### src/rtl/instruction_fetch.sv
// instruction_fetch: owns the fetch PC, issues imem requests, buffers in-order responses
// and presents them through a registered IF/ID stage. Define IF_MISALIGN_CHECK_EN to trap misaligned redirects.
module instruction_fetch #(
  parameter logic [31:0] RESET_PC = 32'h0000_0000,
  parameter int unsigned DEPTH    = 2
) (
  input  logic        clk,
  input  logic        rst,
  input  logic        clk_en,
  output logic        imem_req_valid,
  output logic [31:0] imem_req_addr,
  input  logic        imem_req_ready,
  input  logic        imem_rsp_valid,
  input  logic [31:0] imem_rsp_data,
  input  logic        redirect,
  input  logic [31:0] redirect_addr,
  input  logic        stall,
  output logic        valid_id,
  output logic [31:0] inst_id,
  output logic [31:0] pc_id
`ifdef IF_MISALIGN_CHECK_EN
  ,
  output logic        misalign_id
`endif
);

  localparam int unsigned AW  = $clog2(DEPTH);
  localparam int unsigned PW  = AW + 1;
  localparam logic [31:0] NOP = 32'h0000_0013;

  logic [31:0]    fetch_pc;
  logic [PW-1:0]  alloc_ptr, fill_ptr, read_ptr, drop_cnt;
  logic [DEPTH-1:0] filled;
  logic [31:0]    ent_pc   [DEPTH];
  logic [31:0]    ent_inst [DEPTH];

  logic [AW-1:0]  ai, fi, ri;
  logic [PW-1:0]  allocated, unfilled, credit_use, outstanding, drop_next;
  logic           accept, rsp_fill, head_avail, can_load, pop;
  logic [31:0]    head_inst, target;
  logic           halted;

`ifdef IF_MISALIGN_CHECK_EN
  logic misaligned, misalign_pending;
  assign misaligned = (redirect_addr[1:0] != 2'b00);
  assign target     = redirect_addr;
`else
  assign halted = 1'b0;
  assign target = redirect_addr & ~32'h0000_0003;
`endif

  assign ai = alloc_ptr[AW-1:0];
  assign fi = fill_ptr[AW-1:0];
  assign ri = read_ptr[AW-1:0];

  // Pointers carry one wrap bit, so plain differences give occupancy up to DEPTH.
  always_comb begin
    allocated      = alloc_ptr - read_ptr;
    unfilled       = alloc_ptr - fill_ptr;
    credit_use     = allocated + drop_cnt;
    imem_req_valid = clk_en & ~redirect & ~halted & (credit_use < PW'(DEPTH));
    imem_req_addr  = fetch_pc;
    accept         = imem_req_valid & imem_req_ready;
    rsp_fill       = clk_en & ~redirect & imem_rsp_valid & (drop_cnt == '0);
    // A response for the head entry bypasses straight into IF/ID to keep one instruction per cycle.
    head_avail     = filled[ri] | (rsp_fill & (fill_ptr == read_ptr));
    head_inst      = filled[ri] ? ent_inst[ri] : imem_rsp_data;
    can_load       = ~valid_id | ~stall;
    pop            = can_load & head_avail;
    outstanding    = unfilled + drop_cnt;
    drop_next      = outstanding;
    if (imem_rsp_valid && (outstanding != '0))
      drop_next = outstanding - PW'(1);
  end

  always_ff @(posedge clk) begin
    if (clk_en && !redirect) begin
      if (accept)
        ent_pc[ai] <= fetch_pc;
      if (rsp_fill)
        ent_inst[fi] <= imem_rsp_data;
    end
  end

  always_ff @(posedge clk or posedge rst) begin
    if (rst) begin
      fetch_pc  <= RESET_PC;
      alloc_ptr <= '0;
      fill_ptr  <= '0;
      read_ptr  <= '0;
      drop_cnt  <= '0;
      filled    <= '0;
      valid_id  <= 1'b0;
      inst_id   <= NOP;
      pc_id     <= '0;
`ifdef IF_MISALIGN_CHECK_EN
      halted           <= 1'b0;
      misalign_pending <= 1'b0;
      misalign_id      <= 1'b0;
`endif
    end else if (clk_en) begin
      if (redirect) begin
        fetch_pc  <= target;
        alloc_ptr <= '0;
        fill_ptr  <= '0;
        read_ptr  <= '0;
        filled    <= '0;
        drop_cnt  <= drop_next;
        valid_id  <= 1'b0;
`ifdef IF_MISALIGN_CHECK_EN
        halted           <= misaligned;
        misalign_pending <= misaligned;
        misalign_id      <= 1'b0;
`endif
      end else begin
        if (accept) begin
          fetch_pc      <= fetch_pc + 32'd4;
          alloc_ptr     <= alloc_ptr + PW'(1);
          filled[ai]    <= 1'b0;
        end
        if (imem_rsp_valid) begin
          if (drop_cnt != '0) begin
            drop_cnt <= drop_cnt - PW'(1);
          end else begin
            filled[fi] <= 1'b1;
            fill_ptr   <= fill_ptr + PW'(1);
          end
        end
`ifdef IF_MISALIGN_CHECK_EN
        // fetch_pc still holds the faulting target while halted.
        if (misalign_pending) begin
          if (can_load) begin
            valid_id         <= 1'b1;
            misalign_id      <= 1'b1;
            inst_id          <= NOP;
            pc_id            <= fetch_pc;
            misalign_pending <= 1'b0;
          end
        end else
`endif
        if (pop) begin
          valid_id   <= 1'b1;
          inst_id    <= head_inst;
          pc_id      <= ent_pc[ri];
          filled[ri] <= 1'b0;
          read_ptr   <= read_ptr + PW'(1);
`ifdef IF_MISALIGN_CHECK_EN
          misalign_id <= 1'b0;
`endif
        end else if (!stall) begin
          valid_id <= 1'b0;
`ifdef IF_MISALIGN_CHECK_EN
          misalign_id <= 1'b0;
`endif
        end
      end
    end
  end

endmodule

### config.mk
export PLATFORM = sky130hd
export DESIGN_NAME = instruction_fetch
export DESIGN_NICKNAME = d
export VERILOG_FILES = /design/src/rtl/instruction_fetch.sv
export SDC_FILE = /design/constraint.sdc
export NUM_CORES = 1
export LEC_CHECK = 0
export BUFFER_PORTS_ARGS = -buffer_cell sky130_fd_sc_hd__clkbuf_2
export CORE_MARGIN = 2
export CORE_UTILIZATION = 56
export DETAILED_ROUTE_END_ITERATION = 8
export PLACE_DENSITY = 0.83
export SLEW_MARGIN = 20
export SYNTH_ARGS = -nofsm -noshare
export SYNTH_HDL_FRONTEND = slang
export SYNTH_SLANG_ARGS = --single-unit
### constraint.sdc
create_clock -name clk -period 3.9 [get_ports clk]
set_input_delay 0.195 -clock clk [delete_from_list [all_inputs] [get_ports clk]]
set_output_delay 0.195 -clock clk [all_outputs]
set_load 0.05 [all_outputs]
==> impl_metrics.toml <==
[run_status]
status = "finished with violations"
violations = "hold timing"

[global_route]
grtUsageTotal = 0.251
grt_antenna_before_repair = 1
grt_overflow = 0
grt_max_degree = 89
grt_pass1_vias = 6856
grt_pass1_wl_um = 36000

[worst_setup_path]
arrival_ns = 2.79
r2r_cells = 7
cp.required_ns = 3.70
cp-end-kind = "primary output"
path_max_fanout = 28
critPathKind = "reg2out"
cp_slowest_cell = "dfrtp_4"
endpoint = "imem_req_valid"
critPathLaunch = "read_ptr[0]$_DFFE_PP0P_"
r2r_slack_ns = 0.93
start_kind = "register"
r2r-end = "ent_pc[1][14]$_DFFE_PP_"
cp_cell_sequence = "ha_1, nor2b_1, xor3_2, nor2_1, clkbuf_2"
slowest_delay_ns = 0.75
reg2reg_from = "read_ptr[0]$_DFFE_PP0P_"

[place]
place_ws_ns = 0.928
port_buffers = 162
place_area_sq_um = 10800
gp_congestion = 0.842
hpwlAfterDp_um = 14300

[logic_synthesis]
synth_seq_cells = 227
netlist_area_sq_um = 9710
synth.distinct_cells = 63
ys_seq_area_frac = 0.649
ys.flop_type = "edfxtp_1"
ys.warnings.count = 0
synth_edf_count = 124
netlist_instances = 805
async_flop_share = 0.454
avgSynthCellArea_sq_um = 12.1

[pwr]
leakage_nw = 4.91
power_density_nw_per_um2 = 829
vdd_drop_max_mv = 0.550

[cells_and_area]
fin_area_sq_um = 12100
area_delta_synth_final_pct = 24.3
final_common_cell = "clkbuf_2"
drive_gt1_frac = 0.226
final_core_utilization = 0.705
final_cell_mix = "162 x clkbuf_2, 124 x edfxtp_1, 100 x nand2_1"
nNetsFinal = 1083

[clock_network]
cts.sinks = 227
cts_buffer_depth = 3
clkTransAtPathRegs_ns = 0.06
cts_made_buffers = 24
ctsHoldBuffers = 46
root_buffer = "clkbuf_16"
htreeDepth = 1
post_cts.repair.setup_buffers = 0
clock_latency_ns = 0.52
cts.repair.resized = 0
tritoncts = "done"

[floorplan]
die-area_sq_um = 18400
initial_utilization = 0.567
io_pins = 169
chipHeight_um = 136
core.rowCount = 48
die_w_um = 136
coreArea_sq_um = 17100

[routing]
first_pass_iters = 5
drt_wl_total_um = 23200
drc_errors = 0
drt_iter0_drc = 548
wl_per_cell_um = 18.6
num_vias = 7229
via_per_inst = 5.79
ant_nets = 0

[run]
maxCapViolations = 0

[sta]
hold-worst-slack_ns = -0.00485
tns_ns = 0
rsz0062_at_grt = "no"
fin_worst_skew_ns = 0.0130
period_needed_ns = 2.99
setup_viol = 0
finalHoldViolations = 1
worst_pin_slew_ns = 1.01
drv_slew = 0
post-route-period-util = 0.766
fin_ws_ns = 0.914
max_freq_mhz = 335
slew_headroom = 0.322

[worst_hold_path]
holdCritPathClass = "in2reg"
## cells by family after synthesis
group | after synthesis | share of synthesized area
DFF | 227 | 0.649
and+or+nand+nor | 240 | 0.115
buffers and inverters | 64 | 0.0289
other | 1 | 0.000386
muxes | 70 | 0.0723
adders and majority gates | 6 | 0.00773
AOI/OAI and AO/OA | 187 | 0.114
xor gates and xnor gates | 10 | 0.0121
## state kept, by name, summed over array words and instances, names as in the netlist
name and count:
ent_inst 64, ent_pc 60, inst_id 32, imem_req_addr 30
pc_id 30, alloc_ptr 2, drop_cnt 2, fill_ptr 2
filled 2, read_ptr 2, valid_id 1
## report_power, final
group,leakage [nW],switching (mW),total [mW],internal [mW]
Clock,0.409,0.901,2.38,1.48
Sequential,2.39,0.575,3.75,3.17
Combinational,2.11,2.78,3.88,1.10
## worst min path at each step
stage                 startpoint                       endpoint  cells after the start
2_1_floorplan   imem_rsp_data[0]       ent_inst[0][0]$_DFFE_PP_                      0
3_3_place_gp   imem_rsp_data[27]      ent_inst[0][27]$_DFFE_PP_                      1
3_5_place_dp    imem_rsp_data[6]       ent_inst[1][6]$_DFFE_PP_                      1
4_1_cts        redirect_addr[17]  imem_req_addr[17]$_DFFE_PP0P_                      3
5_1_grt        redirect_addr[12]  imem_req_addr[12]$_DFFE_PP0P_                      3
6_report       redirect_addr[17]  imem_req_addr[17]$_DFFE_PP0P_                      3
## Yosys cell counts, types with 4 or more instances
library cell | instances | area [sq um]
a21oi_1 | 48 | 240
a22oi_1 | 5 | 37.5
a31oi_1 | 4 | 25.0
a32oi_1 | 4 | 35.0
and3_1 | 5 | 31.3
buf_2 | 14 | 70.1
buf_4 | 6 | 45.0
clkbuf_1 | 29 | 109
dfrtp_1 | 100 | 2500
edfxtp_1 | 124 | 3720
ha_1 | 6 | 75.1
inv_1 | 11 | 41.3
mux2i_1 | 69 | 691
nand2_1 | 100 | 375
nand3_1 | 19 | 95.1
nand4_1 | 10 | 62.6
nor2_1 | 59 | 221
nor2b_1 | 4 | 25.0
nor3_1 | 15 | 75.1
o21ai_0 | 84 | 420
o22ai_1 | 4 | 25.0
o2bb2ai_1 | 6 | 52.6
o31ai_1 | 7 | 52.6
xnor2_1 | 5 | 43.8
## worst max-delay path: cells and delay by family, from the launching register on
kind	cells	cell delay (ns)
xor gates and xnor gates	1	0.57
adders and majority gates	1	0.32
buffers and inverters	1	0.30
DFF	1	0.75
and+or+nand+nor	2	0.34
## through the flow
step / hold WS (ns) / cells / power [mW]
4_1_cts: 0.00102 / 1248 / 10.0
6_report: -0.00485 / 1249 / 10.0
2_1_floorplan: 0.294 / 808 / 6.59
3_3_place_gp: 0.399 / 1159 / 7.48
5_1_grt: 0.0177 / 1249 / 10.5
3_5_place_dp: 0.404 / 1159 / 7.59
## routing by layer
layer / routed length (um) / vias up / GRT usage
li1: - / 3363 / -
met2: 11200 / 310 / 0.401
met1: 9520 / 3495 / 0.338
met4: 974 / 0 / 0.117
met5: 0 / - / 0
met3: 1560 / 61 / 0.0438
## layout make-up
cell class	instances	area, sq um
Multi-Input combinational cell	517	3180
Timing Repair Buffer	224	1400
Antenna cell	1	2.50
Sequential cell	227	6310
Fill cell	1203	5050
Inverter	12	47.5
Tap cell	225	282
Clock inverter	9	165
Clock buffer	34	678
Note: power is estimated with default switching activity, not from simulation.
